==> src/rtl/cachepool_refill_arbiter.sv <==
// Refill port arbiter: shares one L2 refill port between NumReq L1 cache
// controllers with round-robin grants, write-burst locking, per-requester
// outstanding limits and tag-based response routing.
module cachepool_refill_arbiter #(
    parameter int unsigned NumReq         = 4,
    parameter int unsigned BurstBeats     = 4,
    parameter int unsigned MaxOutstanding = 8,
    parameter int unsigned AddrWidth      = 32,
    parameter int unsigned DataWidth      = 128,
    parameter int unsigned InfoWidth      = 16,
    parameter int unsigned IdW            = (NumReq > 1) ? $clog2(NumReq) : 1
) (
    input  logic                            clk_i,
    input  logic                            rst_i,
    input  logic [NumReq-1:0]               req_valid_i,
    output logic [NumReq-1:0]               req_ready_o,
    input  logic [NumReq*AddrWidth-1:0]     req_addr_i,
    input  logic [NumReq-1:0]               req_write_i,
    input  logic [NumReq-1:0]               req_last_i,
    input  logic [NumReq*DataWidth-1:0]     req_wdata_i,
    input  logic [NumReq*DataWidth/8-1:0]   req_wstrb_i,
    input  logic [NumReq*InfoWidth-1:0]     req_info_i,
    output logic                            out_valid_o,
    input  logic                            out_ready_i,
    output logic [AddrWidth-1:0]            out_addr_o,
    output logic                            out_write_o,
    output logic                            out_last_o,
    output logic [DataWidth-1:0]            out_wdata_o,
    output logic [DataWidth/8-1:0]          out_wstrb_o,
    output logic [InfoWidth-1:0]            out_info_o,
    output logic [IdW-1:0]                  out_id_o,
    input  logic                            rsp_valid_i,
    output logic                            rsp_ready_o,
    input  logic [IdW-1:0]                  rsp_id_i,
    input  logic                            rsp_last_i,
    input  logic [DataWidth-1:0]            rsp_data_i,
    input  logic [InfoWidth-1:0]            rsp_info_i,
    output logic [NumReq-1:0]               rsp_valid_o,
    input  logic [NumReq-1:0]               rsp_ready_i,
    output logic                            rsp_last_o,
    output logic [DataWidth-1:0]            rsp_data_o,
    output logic [InfoWidth-1:0]            rsp_info_o
);

    localparam int unsigned StrbWidth = DataWidth / 8;
    localparam int unsigned CntW      = $clog2(MaxOutstanding + 1);
    localparam int unsigned BeatW     = $clog2(BurstBeats + 1);
    localparam logic [IdW:0] NumReqW  = (IdW + 1)'(NumReq);

    typedef enum logic {IDLE, BURST} state_e;

    state_e                 state_q, state_d;
    logic [IdW-1:0]         burst_id_q;
    logic [IdW-1:0]         rr_ptr_q;
    logic                   hold_q;
    logic [IdW-1:0]         hold_id_q;
    logic [NumReq-1:0]      eligible;
    logic                   rr_found;
    logic [IdW-1:0]         rr_id;
    logic                   gnt_valid;
    logic [IdW-1:0]         gnt_id;
    logic [IdW-1:0]         next_ptr;
    logic                   accept;
    logic                   txn_done;
    logic                   burst_start;
    logic                   rsp_in_range;
    logic                   rsp_done;

    logic [AddrWidth-1:0]   addr_arr  [NumReq];
    logic [DataWidth-1:0]   wdata_arr [NumReq];
    logic [StrbWidth-1:0]   wstrb_arr [NumReq];
    logic [InfoWidth-1:0]   info_arr  [NumReq];

    // Per-requester payload views, outstanding counters and response beat tracking
    for (genvar i = 0; i < NumReq; i++) begin : g_req
        logic [CntW-1:0]  cnt;
        logic [BeatW-1:0] beats;
        logic             inc;
        logic             dec;
        logic             rsp_hs;

        assign addr_arr[i]  = req_addr_i[i*AddrWidth +: AddrWidth];
        assign wdata_arr[i] = req_wdata_i[i*DataWidth +: DataWidth];
        assign wstrb_arr[i] = req_wstrb_i[i*StrbWidth +: StrbWidth];
        assign info_arr[i]  = req_info_i[i*InfoWidth +: InfoWidth];

        assign inc         = txn_done && (gnt_id == IdW'(i));
        assign dec         = rsp_done && (rsp_id_i == IdW'(i));
        assign rsp_hs      = rsp_valid_i && rsp_ready_o && rsp_in_range && (rsp_id_i == IdW'(i));
        assign eligible[i] = req_valid_i[i] && (cnt < CntW'(MaxOutstanding));

        // Outstanding count: simultaneous inc/dec cancels, decrement saturates at zero
        always_ff @(posedge clk_i) begin
            if (rst_i) begin
                cnt <= '0;
            end else if (inc && !dec) begin
                cnt <= cnt + 1'b1;
            end else if (dec && !inc && (cnt != '0)) begin
                cnt <= cnt - 1'b1;
            end
        end

        // Count non-final response beats so an overlong response can be flagged
        always_ff @(posedge clk_i) begin
            if (rst_i) begin
                beats <= '0;
            end else if (rsp_hs) begin
                beats <= rsp_last_i ? '0 : beats + 1'b1;
            end
        end

        a_no_underflow: assert property (@(posedge clk_i) disable iff (rst_i)
            (dec && !inc) |-> (cnt != '0));
        a_beat_limit: assert property (@(posedge clk_i) disable iff (rst_i)
            (rsp_hs && !rsp_last_i) |-> (beats < BeatW'(BurstBeats - 1)));
    end

    // Round-robin search: first eligible requester at or after the pointer
    always_comb begin : p_rr
        int unsigned idx;
        idx      = 0;
        rr_found = 1'b0;
        rr_id    = '0;
        for (int k = 0; k < NumReq; k++) begin
            idx = (int'(rr_ptr_q) + k) % NumReq;
            if (!rr_found && eligible[idx]) begin
                rr_found = 1'b1;
                rr_id    = IdW'(idx);
            end
        end
    end

    // Grant selection: burst lock beats a held grant, which beats fresh arbitration
    always_comb begin
        gnt_id    = rr_id;
        gnt_valid = rr_found;
        if (state_q == BURST) begin
            gnt_id    = burst_id_q;
            gnt_valid = req_valid_i[burst_id_q];
        end else if (hold_q) begin
            gnt_id    = hold_id_q;
            gnt_valid = req_valid_i[hold_id_q];
        end
        if (rst_i) begin
            gnt_valid = 1'b0;
        end
    end

    assign out_valid_o = gnt_valid;
    assign out_id_o    = gnt_id;
    assign out_addr_o  = addr_arr[gnt_id];
    assign out_write_o = req_write_i[gnt_id];
    assign out_last_o  = req_last_i[gnt_id];
    assign out_wdata_o = wdata_arr[gnt_id];
    assign out_wstrb_o = wstrb_arr[gnt_id];
    assign out_info_o  = info_arr[gnt_id];

    assign accept      = gnt_valid && out_ready_i;
    assign txn_done    = accept && (!out_write_o || out_last_o);
    assign burst_start = accept && out_write_o && !out_last_o;
    assign next_ptr    = (gnt_id == IdW'(NumReq - 1)) ? '0 : gnt_id + 1'b1;

    // Only the granted requester sees the L2 ready
    always_comb begin
        req_ready_o = '0;
        if (gnt_valid) begin
            req_ready_o[gnt_id] = out_ready_i;
        end
    end

    // FSM next state: a non-final write beat locks the port until the last beat
    always_comb begin
        state_d = state_q;
        case (state_q)
            IDLE:    if (burst_start) state_d = BURST;
            BURST:   if (txn_done)    state_d = IDLE;
            default: state_d = IDLE;
        endcase
    end

    // FSM state register
    always_ff @(posedge clk_i) begin
        if (rst_i) begin
            state_q <= IDLE;
        end else begin
            state_q <= state_d;
        end
    end

    // Arbitration bookkeeping: pointer advances on completed transactions, grant freezes on stall
    always_ff @(posedge clk_i) begin
        if (rst_i) begin
            rr_ptr_q   <= '0;
            hold_q     <= 1'b0;
            hold_id_q  <= '0;
            burst_id_q <= '0;
        end else begin
            hold_q    <= gnt_valid && !out_ready_i;
            hold_id_q <= gnt_id;
            if ((state_q == IDLE) && burst_start) begin
                burst_id_q <= gnt_id;
            end
            if (txn_done) begin
                rr_ptr_q <= next_ptr;
            end
        end
    end

    assign rsp_in_range = ({1'b0, rsp_id_i} < NumReqW);
    assign rsp_done     = rsp_valid_i && rsp_ready_o && rsp_last_i && rsp_in_range;
    assign rsp_last_o   = rsp_last_i;
    assign rsp_data_o   = rsp_data_i;
    assign rsp_info_o   = rsp_info_i;

    // Response routing by tag; unknown tags are sunk without reaching any requester
    always_comb begin
        rsp_valid_o = '0;
        rsp_ready_o = 1'b0;
        if (!rst_i) begin
            if (rsp_in_range) begin
                rsp_valid_o[rsp_id_i] = rsp_valid_i;
                rsp_ready_o           = rsp_ready_i[rsp_id_i];
            end else begin
                rsp_ready_o = 1'b1;
            end
        end
    end

    a_burst_write_only: assert property (@(posedge clk_i) disable iff (rst_i)
        ((state_q == BURST) && out_valid_o) |-> out_write_o);
    a_rsp_id_range: assert property (@(posedge clk_i) disable iff (rst_i)
        rsp_valid_i |-> rsp_in_range);

endmodule

==> config.mk <==
export PLATFORM = sky130hd
export DESIGN_NAME = cachepool_refill_arbiter
export DESIGN_NICKNAME = d
export VERILOG_FILES = /design/src/rtl/cachepool_refill_arbiter.sv
export SDC_FILE = /design/constraint.sdc
export NUM_CORES = 1
export LEC_CHECK = 0
export BUFFER_PORTS_ARGS = -buffer_cell sky130_fd_sc_hd__buf_2
export CORE_AREA = 3 3 498 500
export DETAILED_ROUTE_END_ITERATION = 16
export DIE_AREA = 0 0 501 503
export PLACE_DENSITY = 0.3
export SETUP_SLACK_MARGIN = 0.3
export SLEW_MARGIN = 20
export SYNTH_ARGS = -nofsm -noshare
export SYNTH_HDL_FRONTEND = slang
export SYNTH_SLANG_ARGS = --single-unit
==> constraint.sdc <==
create_clock -name clk_i -period 10.3 [get_ports clk_i]
set_input_delay 0.515 -clock clk_i [delete_from_list [all_inputs] [get_ports clk_i]]
set_output_delay 0.515 -clock clk_i [all_outputs]
set_load 0.1 [all_outputs]
Yosys cells after proc, flatten, opt, wreduce, memory -nomap -nowiden
Cells that the tools add are included.

cells by class
  add/subtract/negate cells = 12
  magnitude comparators = 15
  eq/ne operators = 6
  multiplexer cells = 62
  bitwise logic cells = 4
  reductions and logical operators = 62

operators with widths
  kind                                                                          count
  128-bit binary-select mux with 2-bit select                                   1
  128-bit 2-to-1 mux                                                            2
  16-bit binary-select mux with 2-bit select                                    2
  32-bit binary-select mux with 2-bit select                                    1
  16-bit 2-to-1 mux                                                             4
  32-bit 2-to-1 mux                                                             2
  4-bit 2-to-1 mux                                                              10
  1-bit logical AND                                                             37
  2-bit by 3-bit less-than comparator with 1-bit output, second input constant  8
  1-bit 2-to-1 mux                                                              21
  1-bit binary-select mux with 2-bit select                                     9
  4-bit by 1-bit adder with 4-bit output, second input constant                 4
  4-bit less-than comparator, second input constant                             4
  4-bit nonzero test                                                            4
  4-bit by 1-bit subtractor with 4-bit output, second input constant            4
  1-bit zero test                                                               14
  2-bit 2-to-1 mux                                                              7
  4-bit bitwise AND                                                             2
  2-bit == test, second input constant                                          4
  2-bit nonzero test                                                            4
  2-bit by 1-bit adder with 2-bit output, second input constant                 2
  2-bit adder, second input constant                                            2
  1-bit demux with 2-bit select                                                 2
  2-bit by 1-bit == test with 1-bit output, second input constant               2
  7 further kinds                                                               9

word-level totals
  flip-flop bits (word level) = 24
  input port bits = 935
  logic and storage cells = 170

Depth between registers and ports, before layout
  word-level depth = 27
  mapped depth = 17
  gate-level depth less buffers = 14

Least setup slack after synthesis
OpenSTA, ideal clock, no wires.

  path type = input -> register
  start = in req_valid_i[0]
  end = reg g_req[2].cnt[3]
  arrival time = 5,172 ps
  required time = 10,228 ps
  path slack = 5,056 ps
  cell stages on the path = 16
  buffers on the path = 2
  path through = or3b_1 o2111ai_1 o2111a_1 nor2_1 inv_2 buf_2 clkbuf_1 ha_1 and2_1 and3_1 inv_1 ha_1 a21o_1 a21oi_1 mux2i_1 mux2i_1

between the ends
  longest elaborated chain between the ends = 25
  elaborated cells between the ends (all ways) = 48
  classes of those cells = eq/ne: 1; mux: 30; reduce/logical: 17

RTL lines
  element                                    line  RTL
  start: declaration                         15    input logic [NumReq-1:0] req_valid_i,
  1-bit logical AND (*)                      90    assign eligible[i] = req_valid_i[i] && (cnt < CntW'(MaxOutstanding));
  1-bit binary-select mux with 2-bit select  126   if (!rr_found && eligible[idx]) begin
  1-bit 2-to-1 mux (implied by the code)     126
  1-bit 2-to-1 mux                           126
  1-bit zero test                            126
  1-bit logical AND                          126
  1-bit 2-to-1 mux                           126
  1-bit zero test                            126
  (+7 left out)                              -
  via out_id_o[1]                            31    output logic [IdW-1:0] out_id_o,
  (+1 left out)                              -
  1-bit 2-to-1 mux (implied by the code)     152   assign out_write_o = req_write_i[gnt_id];
  1-bit zero test                            159   assign txn_done = accept && (!out_write_o || out_last_o);
  1-bit logical OR                           159
  1-bit logical AND                          159
  1-bit logical AND (*)                      87    assign inc = txn_done && (gnt_id == IdW'(i));
  1-bit zero test                            98    end else if (dec && !inc && (cnt != '0)) begin
  1-bit logical AND (2 in series)            98
  2-bit nonzero test (no line)               -
  end signal: assignment                     97    cnt <= cnt + 1'b1;
  end signal: assignment                     99    cnt <= cnt - 1'b1;
  end: declaration                           76    logic [CntW-1:0] cnt;

Mark *: on every way through the listed nets, which the timed path passes. The rest lies on a longest branch. The select of a mux whose other input is x is not followed.
A chain may end at the register's enable or synchronous reset.

Worst setup path after layout
  start = reg g_req[0].cnt[3]
  end = out out_wdata_o[30]

between the ends
  longest elaborated chain between the ends = 20
  elaborated cells between the ends (all ways) = 29
  classes of those cells = order compare: 1; mux: 20; bitwise: 1; reduce/logical: 7

RTL lines
  element                                                     line  RTL
  start: declaration                                          76
  start signal: assignment                                    97
  start signal: assignment                                    99
  4-bit less-than comparator (*)                              90
  1-bit logical AND (*)                                       90
  1-bit binary-select mux with 2-bit select                   126
  1-bit 2-to-1 mux (implied by the code)                      126
  1-bit 2-to-1 mux                                            126
  1-bit zero test                                             126
  1-bit logical AND                                           126
  1-bit 2-to-1 mux                                            126
  (+3 left out)                                               -
  1-bit zero test                                             126
  1-bit logical AND                                           126
  2-bit 2-to-1 mux (*)                                        126
  2-bit 2-to-1 mux (*)                                        140   end else if (hold_q) begin
  2-bit 2-to-1 mux (*)                                        137   if (state_q == BURST) begin
  2-bit NOT with 3-bit output (implied by the code) (*)       154   assign out_wdata_o = wdata_arr[gnt_id];
  128-bit binary-select mux with 2-bit select (*)             154
  128-bit 2-to-1 mux (implied by the code) (*) (2 in series)  154
  end: declaration                                            28    output logic [DataWidth-1:0] out_wdata_o,

Every way passes the cells marked *; elsewhere a longest branch is shown, timed or not. The select of a mux whose other input is x is not followed.

==> reports/qor.yml <==
pwr:
  internal_power_mw: 0.786
  sequentialPowerShare_pct: 2.9
  switching_share_pct: 80.6
  comb_power_share_pct: 94.3
  power.total_mw: 4.06
  power.density_nw_per_um2: 245
  irDropWorstVdd_v: 0.000134
  pwr-share-clk_pct: 2.8
  p_leak_nw: 7.84
  p_sw_mw: 3.27
logic_synthesis:
  synth_top_area_share_pct: 34.2
  ys.flop_type: "dfxtp_1"
  synth_cell_types: 52
  yosys-top-cells-area: "nand2_1, and3_1, a31oi_1"
  synth_top_area_cell: "nand2_1"
  synth.most_common_cell: "nand2_1"
  syn_nets: 2590
  synth_edf_count: 0
  synth-seq-cells: 24
  yosysWarnings: 0
  synthTopCellsByCount: "nand2_1, and3_1, a31oi_1, buf_4, clkbuf_1"
  async_flop_share_pct: 0
  syn_inst: 1639
  syn_avg_cell_area_um2: 5.34
  ys_seq_area_share_pct: 5.49
  synth.cell_area_um2: 8750
global_route:
  antenna_found_initial: 239
  grt_max_degree: 120
  grt_overflow: 0
  grt.total_usage_pct: 11.1
  grt_first_pass_wirelength_mm: 180
  grt_pass1_vias: 15808
worst_setup_path:
  critPathTopFamily: "buffers and inverters"
  path_common_cell: "buf_4"
  critPathKind: "flip-flop to output pin"
  start_kind: "flip-flop"
  critical_path_arrival_ps: 4790
  critPathCaptureType: "output pin"
  critPathMaxFanout: 65
  r2r_cells: 13
  crit_required_ps: 9790
  worst-path-buf-inv: 3
  crit_chain: "nor2b_1, o41a_1, o2111a_1, nor2_4, buf_4, buf_4, nand2_1, and3_1, a31oi_1, buf_2"
  crit_slowest_cell: "a31oi_1"
  crit_cells: 10
  max_stage_delay_ps: 670
drt:
  dr_wl_met3_mm: 22.6
  routed.top_layer: "met5"
  viasPerCell: 2.93
  drc_errors: 0
  drt_iter0_markers: 1213
  wire_per_inst_um: 26.5
  drt-pass1-iter-count: 5
  ant_nets: 0
  wl_met1_mm: 49.2
  drt-total-wl_mm: 150
  vias: 16502
  wl_met2_mm: 70.0
timing:
  setup_violations: 0
  post-route-min-period_ps: 5300
  worstMarginPinSlew_ps: 1030
  rsz0062_at_grt: "false"
  final.setup.tns_ps: 0
  skew_ps: 2.65
  hold_viol_final: 0
  drv_slew: 0
  finalCritPeriodShare_pct: 51.5
  clock.fmax_ghz: 0.189
  slew-limit-headroom_pct: 31.4
flow_run:
  maxCapViolCount: 0
die:
  fp.dieW_um: 501
  die_area_um2: 252000
  ios: 1286
  initial_core_util_pct: 3.59
  dieHeight_um: 503
  rows: 181
  core_um2: 243000
clock_network:
  cts_resized: 0
  cts_buffers: 3
  post-cts-setup-buffers: 0
  cts.reportedPaths.clkPinSlew_ps: 70
  cts_hold_buf: 0
  clock_path_buffers: 2
  cts_tree: "yes"
  cts-root-buf: "clkbuf_16"
  clkSinkCount: 24
  htreeDepth: 1
  clk_latency_ps: 260
min_path:
  hp-class: "primary input to flip-flop"
  min_path_cells: 2
outcome:
  status: "finished, final reports clean"
finish:
  area_growth_syn_to_layout_pct: 89.2
  final_layout_size_suffix_gt1_share_pct: 43.3
  finalNetCount: 3330
place:
  gp_congestion: 0.972
  numPortBuffers: 997
  dp_hpwl_mm: 135
[power groups by stage]
| stage | registers (mW) | clock network, mW | logic (mW) |
|---|---|---|---|
| 2_1_floorplan | 0.114 | 0 | 3.08 |
| 3_3_place_gp | 0.120 | 0 | 3.86 |
| 3_5_place_dp | 0.120 | 0 | 3.86 |
| 4_1_cts | 0.118 | 0.120 | 3.87 |
| 5_1_grt | 0.120 | 0.124 | 3.97 |
| 6_report | 0.118 | 0.115 | 3.82 |
[layout make-up]
class / count / area, um^2
sequential: 24 / 480
inverter: 8 / 45.0
timing repair buffer: 1013 / 5150
multi-input combinational: 1329 / 6630
clock buffer: 3 / 75.1
fill: 29206 / 227000
antenna: 57 / 143
clock inverter: 1 / 30.0
tap: 3202 / 4010
[path summary, 6_finish.rpt]
| kind | slack, ps | end | from |
|---|---|---|---|
| hold reg to reg | 500 | g_req[2].cnt[2] | g_req[2].cnt[2] |
| hold / removal | 490 | hold_q | out_ready_i |
| setup / recovery | 5000 | out_wdata_o[30] | g_req[0].cnt[3] |
| setup reg to reg | 6080 | g_req[1].cnt[3] | g_req[0].cnt[3] |
[cell usage in the layout, fill, tap and decap left out, types with 3 or more instances in the layout]
| cell | n |
|---|---|
| fa_1 | 4 |
| a21o_1 | 5 |
| a31oi_1 | 194 |
| nand4_1 | 3 |
| and3_1 | 198 |
| buf_4 | 13 |
| inv_1 | 6 |
| o2111ai_1 | 4 |
| dfxtp_1 | 24 |
| buf_12 | 3 |
| mux2i_1 | 12 |
| a211oi_1 | 3 |
| diode_2 | 57 |
| clkbuf_16 | 3 |
| o211ai_1 | 3 |
| xor2_1 | 4 |
| buf_2 | 997 |
| nand3_1 | 4 |
| nor2b_1 | 8 |
| a21oi_1 | 14 |
| o21ai_0 | 6 |
| nand2_1 | 796 |
| nor2_1 | 10 |
| nand2b_1 | 4 |
| and2_1 | 6 |
| ha_1 | 12 |
| a32o_1 | 6 |
| mux4_2 | 3 |
[metrics by stage]
step | setup WS, ps | util (%) | instance area [um^2] | std cells | hold WS (ps)
6_report | 5000 | 6.80 | 16600 | 5637 | 486
5_1_grt | 4650 | 6.77 | 16500 | 5605 | 504
4_1_cts | 4920 | 6.74 | 16400 | 5580 | 483
3_5_place_dp | 4970 | 6.70 | 16300 | 5576 | 498
3_3_place_gp | 4990 | 6.70 | 16300 | 5576 | 497
2_1_floorplan | 5060 | - | 8750 | 1639 | 452
[routing by layer]
metal,global-route usage [%],vias to the layer above
met5,0.0190,-
met4,3.16,158
met3,7.23,526
met2,19.3,1377
met1,10.8,7507
li1,-,6934
[worst register-to-register path, cell delays in order, from the launching register on]
cell and delay (ps):
dfxtp_1 480, nor2b_1 130, o41a_1 430, o2111a_1 200, nor2_4 340, buf_4 630, ha_1 320, nand2_1 110
or3_4 440, ha_1 280, a21o_1 170, a21oi_1 170, mux2i_1 260, mux2i_1 190
[sequential cells by signal, indices dropped and copies added (netlist names)]
name and count:
hold_id_q 2, g_req.cnt 16, rr_ptr_q 2, hold_q 1, state_q 1, burst_id_q 2
[logic make-up after synthesis]
kind of cell,share of synthesized area (%)
compound gates,18.4
xor+xnor,0.501
fa+ha+maj,2.63
buf+inv,18.9
flops,5.49
mux,2.15
simple gates,52.0
No activity file was read; power rests on OpenSTA's default activity.
